<file path="src/rtl/pwm_timer_pkg.sv">
// pwm_timer_pkg: shared definitions for the PWM timer.
//   ADDR_*  : register-file addresses for the write port
//   state_e : controller states
package pwm_timer_pkg;

  localparam logic [1:0] ADDR_PERIOD = 2'd0;
  localparam logic [1:0] ADDR_DUTY   = 2'd1;
  localparam logic [1:0] ADDR_REPEAT = 2'd2;

  typedef enum logic {
    IDLE = 1'b0,
    RUN  = 1'b1
  } state_e;

endpackage

</file>
<file path="src/rtl/pwm_timer_if.sv">
// pwm_timer_if: register write port, start request and PWM outputs.
//   i_start     : one-cycle start request
//   i_we        : register write enable
//   i_addr      : register select (0 PERIOD, 1 DUTY, 2 REPEAT, 3 reserved)
//   i_wdata     : write data
//   o_pwm       : PWM waveform
//   o_timer_end : one-cycle completion pulse
// master drives the requests, slave (the timer) drives the outputs.
interface pwm_timer_if #(
  parameter int WIDTH = 16
);
  logic             i_start;
  logic             i_we;
  logic [1:0]       i_addr;
  logic [WIDTH-1:0] i_wdata;
  logic             o_pwm;
  logic             o_timer_end;

  modport master (
    output i_start, i_we, i_addr, i_wdata,
    input  o_pwm, o_timer_end
  );

  modport slave (
    input  i_start, i_we, i_addr, i_wdata,
    output o_pwm, o_timer_end
  );
endinterface

</file>
<file path="src/rtl/pwm_timer_regs.sv">
// pwm_timer_regs: write-only configuration registers.
//   i_clk, i_rst         : clock, async active-high reset
//   i_we, i_addr, i_wdata: write port; address 3 is ignored
//   o_period, o_duty, o_repeat : current register contents
module pwm_timer_regs
  import pwm_timer_pkg::*;
#(
  parameter int WIDTH = 16
) (
  input  logic             i_clk,
  input  logic             i_rst,
  input  logic             i_we,
  input  logic [1:0]       i_addr,
  input  logic [WIDTH-1:0] i_wdata,
  output logic [WIDTH-1:0] o_period,
  output logic [WIDTH-1:0] o_duty,
  output logic [WIDTH-1:0] o_repeat
);

  logic we_period;
  logic we_duty;
  logic we_repeat;

  always_comb begin
    we_period = i_we && (i_addr == ADDR_PERIOD);
    we_duty   = i_we && (i_addr == ADDR_DUTY);
    we_repeat = i_we && (i_addr == ADDR_REPEAT);
  end

  always_ff @(posedge i_clk or posedge i_rst) begin
    if (i_rst) begin
      o_period <= '0;
      o_duty   <= '0;
      o_repeat <= '0;
    end else begin
      if (we_period) o_period <= i_wdata;
      if (we_duty)   o_duty   <= i_wdata;
      if (we_repeat) o_repeat <= i_wdata;
    end
  end

endmodule

</file>
<file path="src/rtl/pwm_timer.sv">
// pwm_timer: emits REPEAT periods of a PERIOD/DUTY PWM waveform after a
// start pulse, then a one-cycle o_timer_end pulse.
//   i_clk : clock
//   i_rst : async active-high reset
//   bus   : pwm_timer_if slave (start, register writes, o_pwm, o_timer_end)
//
// state | meaning
// IDLE  | waiting for i_start, o_pwm low
// RUN   | counting cnt within a period and rep across periods
module pwm_timer
  import pwm_timer_pkg::*;
#(
  parameter int WIDTH = 16
) (
  input  logic        i_clk,
  input  logic        i_rst,
  pwm_timer_if.slave  bus
);

  logic [WIDTH-1:0] period_q, duty_q, repeat_q;
  logic [WIDTH-1:0] period_sh, duty_sh, repeat_sh;
  logic [WIDTH-1:0] cnt, rep;
  logic [WIDTH-1:0] cnt_inc, rep_inc;
  state_e           state;
  logic             pwm_q;
  logic             end_q;

  pwm_timer_regs #(.WIDTH(WIDTH)) u_regs (
    .i_clk    (i_clk),
    .i_rst    (i_rst),
    .i_we     (bus.i_we),
    .i_addr   (bus.i_addr),
    .i_wdata  (bus.i_wdata),
    .o_period (period_q),
    .o_duty   (duty_q),
    .o_repeat (repeat_q)
  );

  // cnt stays below period_sh and rep below repeat_sh, so neither increment wraps.
  assign cnt_inc = cnt + 1'b1;
  assign rep_inc = rep + 1'b1;

  // o_pwm is registered: each edge computes the level for the value cnt
  // takes on that same edge, so the output lines up with the counter.
  always_ff @(posedge i_clk or posedge i_rst) begin
    if (i_rst) begin
      state     <= IDLE;
      period_sh <= '0;
      duty_sh   <= '0;
      repeat_sh <= '0;
      cnt       <= '0;
      rep       <= '0;
      pwm_q     <= 1'b0;
      end_q     <= 1'b0;
    end else begin
      end_q <= 1'b0;
      case (state)
        IDLE: begin
          pwm_q <= 1'b0;
          if (bus.i_start) begin
            period_sh <= period_q;
            duty_sh   <= duty_q;
            repeat_sh <= repeat_q;
            cnt       <= '0;
            rep       <= '0;
            if (period_q == '0 || repeat_q == '0) begin
              end_q <= 1'b1;
            end else begin
              state <= RUN;
              pwm_q <= (duty_q != '0);
            end
          end
        end
        RUN: begin
          if (cnt == period_sh - 1'b1) begin
            cnt <= '0;
            if (rep_inc == repeat_sh) begin
              state <= IDLE;
              end_q <= 1'b1;
              pwm_q <= 1'b0;
            end else begin
              rep   <= rep_inc;
              pwm_q <= (duty_sh != '0);
            end
          end else begin
            cnt   <= cnt_inc;
            pwm_q <= (cnt_inc < duty_sh);
          end
        end
        default: begin
          state <= IDLE;
          pwm_q <= 1'b0;
        end
      endcase
    end
  end

  assign bus.o_pwm       = pwm_q;
  assign bus.o_timer_end = end_q;

endmodule

</file>
<file path="src/flat_wrapper.sv">
// flat-port wrapper written by rule: the top's interface ports become plain ports
module pwm_timer_flat import pwm_timer_pkg::*;
#(
  parameter int WIDTH = 16
)
  (i_clk, i_rst, bus_i_start, bus_i_we, bus_i_addr, bus_i_wdata, bus_o_pwm, bus_o_timer_end);
  pwm_timer_if #(.WIDTH(WIDTH)) bus_i ();
  input  logic i_clk;
  input  logic i_rst;
  input wire logic [$bits(bus_i.i_start)-1:0] bus_i_start;
  input wire logic [$bits(bus_i.i_we)-1:0] bus_i_we;
  input wire logic [$bits(bus_i.i_addr)-1:0] bus_i_addr;
  input wire logic [$bits(bus_i.i_wdata)-1:0] bus_i_wdata;
  output wire logic [$bits(bus_i.o_pwm)-1:0] bus_o_pwm;
  output wire logic [$bits(bus_i.o_timer_end)-1:0] bus_o_timer_end;
  assign bus_i.i_start = bus_i_start;
  assign bus_i.i_we = bus_i_we;
  assign bus_i.i_addr = bus_i_addr;
  assign bus_i.i_wdata = bus_i_wdata;
  assign bus_o_pwm = bus_i.o_pwm;
  assign bus_o_timer_end = bus_i.o_timer_end;
  pwm_timer #(.WIDTH(WIDTH)) u_core (.i_clk(i_clk), .i_rst(i_rst), .bus(bus_i));
endmodule
</file>
<file path="config.mk">
export PLATFORM = sky130hd
export DESIGN_NAME = pwm_timer_flat
export DESIGN_NICKNAME = d
export VERILOG_FILES = /design/src/rtl/pwm_timer_pkg.sv /design/src/rtl/pwm_timer_if.sv /design/src/rtl/pwm_timer_regs.sv /design/src/rtl/pwm_timer.sv /design/src/flat_wrapper.sv
export SDC_FILE = /design/constraint.sdc
export NUM_CORES = 1
export LEC_CHECK = 0
export CAP_MARGIN = 30
export CORE_UTILIZATION = 51
export CTS_BUF_LIST = sky130_fd_sc_hd__clkbuf_2
export DETAILED_ROUTE_END_ITERATION = 7
export GPL_ROUTABILITY_DRIVEN = 0
export PLACE_DENSITY = 0.69
export SLEW_MARGIN = 20
export SYNTH_ARGS = -nofsm -noshare
export SYNTH_HDL_FRONTEND = slang
export SYNTH_SLANG_ARGS = --single-unit
</file>
<file path="constraint.sdc">
create_clock -name i_clk -period 6.8 [get_ports i_clk]
set_input_delay 2.04 -clock i_clk [delete_from_list [all_inputs] [get_ports i_clk]]
set_output_delay 2.04 -clock i_clk [all_outputs]
set_load 0.01 [all_outputs]
</file>
==> results by group, run 1 <==
Placement
  – Count of input and output buffers: 23
  – Post-place setup slack: 2.51 ns
  – Dpl cells: between 800 and 900
  – Post-DP HPWL: between 10000 and 15000 µm

Synth
  – Post-synthesis sequential area ratio: 0.451
  – #FFs+latches synth: approximately 130
  – Mapped Avg Cell Area: 10.3 µm²
  – Mapped Area: about 7300 µm²
  – Synth cell types: 59
  – Cells after synthesis: just over 700
  – Syn Nets: 747
  – Prevailing post-synth register cell: dfrtp_1
  – Synth Warn #: 0
  – Asr flop ratio synth: 1.00
  – EDFF count, synth: 0

Critical path
  – Worst setup SP type: flop
  – Crit path depth: 1
  – Worst setup path end: bus_o_pwm
  – CP Class: flop to output port
  – Reg2Reg Depth: 8
  – Crit path required time: ~4.8 ns
  – Cells along the critical path: clkdlybuf4s50_1
  – CP endpoint kind: output port
  – CP max-delay cell: clkdlybuf4s50_1
  – Flop2flop setup slack: around 3.1 ns
  – Worst path bufs/invs: 1
  – Crit-path max cell delay: around 0.54 ns
  – Worst R2R Start: u_core.rep[5]
  – Crit path from: u_core.bus.o_pwm
  – Crit path DAT: between 1.5 and 2 ns
  – Worst flop-to-flop path endpoint: u_core.rep[7]
  – Crit path max-delay family: buffers and inverters
  – Crit-path max FO: 1

Timing
  – Final hold violation count: 0
  – Slew Viols, Final: 0
  – Final worst-path cycle share: 0.544
  – Setup violators final: 0
  – Fmax: between 200 and 300 MHz
  – Slew headroom: 0.433
  – Fin crit period: roughly 3.7 ns
  – Final WS setup: 3.10 ns
  – RSZ-0062 raised after global routing: no
  – Post-route setup TNS: 0 ns
  – Worst Tran Pin Value: around 0.85 ns
  – Clock skew: 0.0393 ns

Route
  – First-pass detailed-route iteration total: 5
  – Drt wl/cell: 19.5 µm
  – ANT nets after route: 0
  – Starting DRT DRC Count: 480
  – Vias post-DR: roughly 5.6k
  – DR vias/cell: slightly above 6
  – Routed WL: 17700 µm
  – # DRC: 0

CTS
  – Cts repair resizes: 0
  – CTS clock-pin slew for the worst setup and hold paths: around 0.22 ns
  – Worst-Skew Late Latency: approximately 0.74 ns
  – CTS root buffer: clkbuf_2
  – Post-CTS Setup Bufs: 0
  – Hold_buf cts: 0
  – CTS tree: done
  – Maximum buffer depth of the clock tree: 2
  – # H-tree levels: 4
  – TritonCTS Buffers: 17
  – Clock sink count: ~130

Job
  – Maxcap violations: 0

Floorplanning
  – Initial core utilization: 0.524
  – Core box area: ~14000 µm²
  – Die height: ~120 µm
  – I/O Pins: 24
  – Die area: between 10000 and 15000 µm²
  – Die Span X: 121 µm
  – Row cnt: 43

Hold path
  – Worst min path class: flop to flop

Power
  – Leak: approximately 0.0035 µW
  – Peak supply drop: about 0.19 mV
  – Pwr per Cell Area: around 220 nW/µm²

Global routing
  – Pin count of the biggest net entering global routing: between 70 and 80
  – GRT Util Overall: 0.258
  – Initial antenna violation count: 1
  – GR Overflow Total: 0
  – First-pass GRT wire length: about 29000 µm
  – Vias in the first global route: 5425

Run status
  – Status: complete, no violations

Finish
  – Nets: roughly 760
  – Area grow syn2layout: 8.45%
  – Final std cells w/o fill: just over 900
  – Share of post-route cells with drive strength above 1: 0.180
-- worst register-to-register path: cells and delay by family (launching register included) --
kind / cells / cell delay (ns)
simple gates: 5 / 2.39
flops: 1 / 0.67
compound gates: 2 / 0.38
xor+xnor: 1 / 0.17
-- registers in the layout (all words and copies together), names as in the netlist --
register,flops
u_core.bus.o_pwm,1
u_core.cnt,16
u_core.rep,16
u_core.period_sh,16
u_core.duty_sh,16
u_core.bus.o_timer_end,1
u_core.u_regs.o_repeat,16
u_core.repeat_sh,16
u_core.state,1
u_core.u_regs.o_duty,16
u_core.u_regs.o_period,16
-- kinds of logic (layout without fill, tap and decap cells) --
group	Yosys count	count (layout)	synth area share
flops	131	131	0.451
xor+xnor	49	49	0.0609
buf+inv	66	88	0.0347
other cells	0	1	0
mux	80	80	0.124
compound gates	141	141	0.128
fa+ha+maj	18	18	0.0310
simple gates	222	222	0.171
-- layout by cell type, fill, tap and decap left out, types with 6 or more instances in the layout --
cell,netlist,routed
o211ai_1,13,13
a21o_1,6,6
a21oi_1,21,20
mux2_2,79,79
clkbuf_2,0,17
nand3_1,22,22
nor2_1,23,23
nor3_1,16,16
nor4_1,21,21
o21ai_0,36,36
a31oi_1,22,22
nand2b_1,13,13
a22o_1,6,6
xnor2_1,26,26
nand4_1,15,15
or3_1,8,8
or4_1,12,12
dfrtp_1,131,131
xor2_1,22,22
and3_1,11,11
ha_1,18,18
inv_1,26,25
clkdlybuf4s50_1,0,23
nand2_1,52,52
and4_1,8,8
-- power breakdown --
part           internal [µW]  switching [µW]  leakage (µW)  total (µW)
clock                    144             337      0.000136         481
sequential               857            95.7       0.00159         953
combinational            161             167       0.00173         328
total                   1160             600       0.00346        1760
-- through the flow --
step / instance area [µm²] / hold WS [ns] / utilization / power (µW)
global route: 7890 / 0.580 / 0.568 / 1850
finish: 7890 / 0.557 / 0.568 / 1760
global placement: 7630 / 0.488 / 0.550 / 1270
floorplan: 7270 / 0.466 / - / 1180
CTS: 7890 / 0.545 / 0.568 / 1760
detailed placement: 7650 / 0.493 / 0.551 / 1290
-- routing by layer --
metal | track usage | up-vias | part of all wire
met5 | 0 | - | 0
met4 | 0.0772 | 0 | 0.016
met3 | 0.0522 | 28 | 0.068
met2 | 0.393 | 236 | 0.45
met1 | 0.370 | 2742 | 0.46
li1 | - | 2642 | -
-- cell usage after synthesis (8+ instances only) --
master / n / share of area
nand2_1: 52 / 0.027
o21ai_0: 36 / 0.025
clkbuf_1: 32 / 0.017
nand3_1: 22 / 0.015
xnor2_1: 26 / 0.031
a21oi_1: 21 / 0.014
or4_1: 12 / 0.012
a31oi_1: 22 / 0.019
xor2_1: 22 / 0.026
inv_1: 26 / 0.013
nor3_1: 16 / 0.011
nor4_1: 21 / 0.018
mux2_2: 79 / 0.12
and4_1: 8 / 0.0096
o211ai_1: 13 / 0.013
nand4_1: 15 / 0.013
and3_1: 11 / 0.0095
nand2b_1: 13 / 0.011
dfrtp_1: 131 / 0.45
or3_1: 8 / 0.0069
ha_1: 18 / 0.031
nor2_1: 23 / 0.012
-- how the worst min path moves through the flow --
stage / start / end / depth (start not counted)
2_1_floorplan: u_core.u_regs.o_duty[10] / u_core.duty_sh[10] / 2
3_5_place_dp: u_core.u_regs.o_duty[9] / u_core.duty_sh[9] / 2
3_3_place_gp: u_core.u_regs.o_duty[6] / u_core.duty_sh[6] / 2
6_report: u_core.u_regs.o_duty[9] / u_core.duty_sh[9] / 2
4_1_cts: u_core.u_regs.o_duty[9] / u_core.duty_sh[9] / 2
5_1_grt: u_core.u_regs.o_repeat[9] / u_core.u_regs.o_repeat[9] / 1
-- area by class of cell --
type	count	area [µm²]
antenna	1	2.50
clock buffer	17	85.1
clock inverter	15	148
fill	1215	5990
inverter	26	100
multi-input combinational	510	3760
sequential	131	3280
tap	180	225
timing repair buffer	30	290
No activity file was read; power rests on OpenSTA's default activity.
==> run 2: changes to the inputs <==
--- a/config.mk
+++ b/config.mk
@@ -10,7 +10,7 @@
 export CTS_BUF_LIST = sky130_fd_sc_hd__clkbuf_2
 export DETAILED_ROUTE_END_ITERATION = 7
 export GPL_ROUTABILITY_DRIVEN = 0
-export PLACE_DENSITY = 0.69
+export PLACE_DENSITY = 0.72
 export SLEW_MARGIN = 20
 export SYNTH_ARGS = -nofsm -noshare
 export SYNTH_HDL_FRONTEND = slang
==> constraint.sdc (replaced) <==
create_clock -name i_clk -period 3.3 [get_ports i_clk]
set_input_delay 0.99 -clock i_clk [delete_from_list [all_inputs] [get_ports i_clk]]
set_output_delay 0.99 -clock i_clk [all_outputs]
set_load 0.01 [all_outputs]
==> run 2 against run 1 <==
Against the previous run: final area grew 4.5%; flip-flop and latch count unchanged; combinational power up 120%; global-route usage increased by 0.67 points.
==> results by group, run 2 (synthesis gave the netlist of run 1 again) <==
Global routing
  – Pin count of the biggest net entering global routing: 70 (was 71)
  – GR Overflow Total: 0 (unchanged)
  – Vias in the first global route: 5487 (was 5425)
  – First-pass GRT wire length: 29600 µm (was 28800 µm)
  – GRT Util Overall: 0.265 (was 0.258)
  – Initial antenna violation count: 1 (unchanged)

Run status
  – Status: complete, no violations (unchanged)

Timing
  – Fin crit period: approximately 3.2 ns
  – Setup violators final: 0 (unchanged)
  – Post-route setup TNS: 0 ns (unchanged)
  – Clock skew: 0.0375 ns (was 0.0393 ns)
  – Final WS setup: 0.0924 ns (was 3.10 ns)
  – Worst Tran Pin Value: 0.776 ns (was 0.847 ns)
  – Final worst-path cycle share: 0.972
  – Slew Viols, Final: 0 (unchanged)
  – Hold slack final: 0.522 ns (was 0.557 ns)
  – Slew headroom: 0.482 (was 0.433)
  – Fmax: 312 MHz
  – Final hold violation count: 0 (unchanged)

Critical path
  – CP max-delay cell: or4_1 (was clkdlybuf4s50_1)
  – Worst path bufs/invs: 0 (was 1)
  – Worst setup SP type: flop (unchanged)
  – Crit-path max FO: 12 (was 1)
  – CP Class: flop to flop (was flop to output port)
  – CP endpoint kind: flop (was output port)
  – Crit path required time: 4.00 ns (was 4.76 ns)
  – Cells along the critical path: nand3_1 > or4_1 > xnor2_1 > or4_1 > or3_1 > o2111ai_1 > mux2i_1 > a21o_1 (was clkdlybuf4s50_1)
  – Crit-path max cell delay: 0.61 ns (was 0.54 ns)
  – Crit path max-delay family: simple AND/OR/NAND/NOR gates (was buffers and inverters)
  – Crit-path most repeated cell: or4_1
  – Crit path DAT: 3.91 ns (was 1.66 ns)

Power
  – Leak: 0.00361 µW (was 0.00346 µW)
  – P_int: 2580 µW (was 1160 µW)
  – Peak supply drop: 0.431 mV (was 0.190 mV)
  – Pwr per Cell Area: 462 nW/µm² (was 223 nW/µm²)
  – Share of power burned in the clock network: 0.294 (was 0.273)
  – NetSw: 1230 µW (was 600 µW)
  – Sw Share: 0.323 (was 0.340)
  – Comb pwr share: 0.194 (was 0.186)
  – Seq pwr share: 0.512 (was 0.541)

Finish
  – Final std cells w/o fill: 935 (was 910)
  – Multi-input logic area: 3820 µm² (was 3760 µm²)
  – Nets: 781 (was 756)
  – Fillcell total: 1159 (was 1215)
  – Area grow syn2layout: 13.3% (was 8.45%)
  – Commonest cells after routing, fill and taps aside: 125 x dfrtp_1, 79 x mux2_2, 52 x nand2_1, 36 x o21ai_0 (was 131 x dfrtp_1, 79 x mux2_2, 52 x nand2_1, 36 x o21ai_0, 26 x xnor2_1)
  – Layout Utilization: 0.594 (was 0.568)
  – Most common cell after layout, fill and taps aside: dfrtp_1 (unchanged)
  – Share of post-route cells with drive strength above 1: 0.233 (was 0.180)
  – Register Area: 3290 µm² (was 3280 µm²)

CTS
  – CTS root buffer: clkbuf_2 (unchanged)
  – Maximum buffer depth of the clock tree: 2 (unchanged)
  – Worst-Skew Late Latency: 0.77 ns (was 0.74 ns)
  – # H-tree levels: 4 (unchanged)
  – Hold_buf cts: 0 (unchanged)
  – TritonCTS Buffers: 17 (unchanged)
  – CTS tree: done (unchanged)
  – CTS clock-pin slew for the worst setup and hold paths: 0.21 ns (was 0.22 ns)
  – Clock sink count: 131 (unchanged)

Job
  – Maxcap violations: 0 (unchanged)

Placement
  – Post-place setup slack: 0.127 ns (was 2.51 ns)
  – Dpl cells: 897 (was 877)
  – Count of input and output buffers: 23 (unchanged)
  – Post-DP HPWL: 13400 µm (was 13000 µm)

Route
  – ANT nets after route: 0 (unchanged)
  – Vias post-DR: 5949 (was 5648)
  – Met1 wire length: 8180 µm (was 8200 µm)
  – Highest metal used: met4 (unchanged)
  – # DRC: 0 (unchanged)
  – Routed WL: 18600 µm (was 17700 µm)
  – DR vias/cell: 6.36 (was 6.21)
  – WL met2: 8510 µm (was 8040 µm)
  – Starting DRT DRC Count: 530 (was 480)
  – First-pass detailed-route iteration total: 7 (was 5)
  – Drt wl/cell: 19.9 µm (was 19.5 µm)
  – Routed wl met3: 1380 µm (was 1210 µm)

Floorplanning
  – I/O Pins: 24 (unchanged)
  – Initial core utilization: 0.524 (unchanged)
  – Core box area: 13900 µm² (unchanged)
  – Die area: 14700 µm² (unchanged)
  – Die height: 121 µm (unchanged)
  – Die Span X: 121 µm (unchanged)
  – Row cnt: 43 (unchanged)

Hold path
  – Worst min path class: flop to flop (unchanged)
[run 2: metrics by stage]
step / power, µW / cell area, µm²
floorplan: 2430 / 7280
global placement: 2630 / 7860
detailed placement: 2660 / 7860
CTS: 3780 / 8140
global route: 3980 / 8240
finish: 3810 / 8240
[run 2: path summary, 6_finish.rpt]
| path | startpoint | to | slack (ns) | depth (start not counted) |
|---|---|---|---|---|
| worst min register to register | u_core.cnt[2] | u_core.cnt[2] | 0.52 | 1 |
| worst max register to register | u_core.rep[2] | u_core.rep[12] | 0.09 | 8 |
| min in group asynchronous | i_rst | u_core.duty_sh[10] | 0.66 | 2 |
| worst max-delay path | u_core.rep[2] | u_core.rep[12] | 0.09 | 8 |
| worst min-delay path | u_core.cnt[2] | u_core.cnt[2] | 0.52 | 1 |
| max in group asynchronous | i_rst | u_core.cnt[2] | 2.00 | 3 |
[run 2: power by group through the flow]
stage | Clock (µW) | Combinational (µW) | Sequential [µW]
global route | 1200 | 813 | 1970
detailed placement | 0 | 681 | 1980
CTS | 1140 | 688 | 1950
floorplan | 0 | 537 | 1890
finish | 1120 | 737 | 1950
global placement | 0 | 653 | 1980
[run 2: area by class of cell]
cell class | count | area share
multi-input combinational | 511 | 0.464
sequential | 131 | 0.399
timing repair buffer | 54 | 0.0637
tap | 180 | 0.0273
clock inverter | 15 | 0.0235
inverter | 26 | 0.0123
clock buffer | 17 | 0.0103
antenna | 1 | 0.000304
[run 2: routing by layer]
| layer | vias up | GRT usage |
|---|---|---|
| met2 | 284 | 0.397 |
| met3 | 58 | 0.0418 |
| met1 | 2916 | 0.382 |
| met4 | 0 | 0.107 |
| li1 | 2691 | - |
| met5 | - | 0 |
[run 2: what timing repair did]
item,CTS,global route
setup endpoints to repair,0,12
resized for setup,0,20
setup buffers,0,4
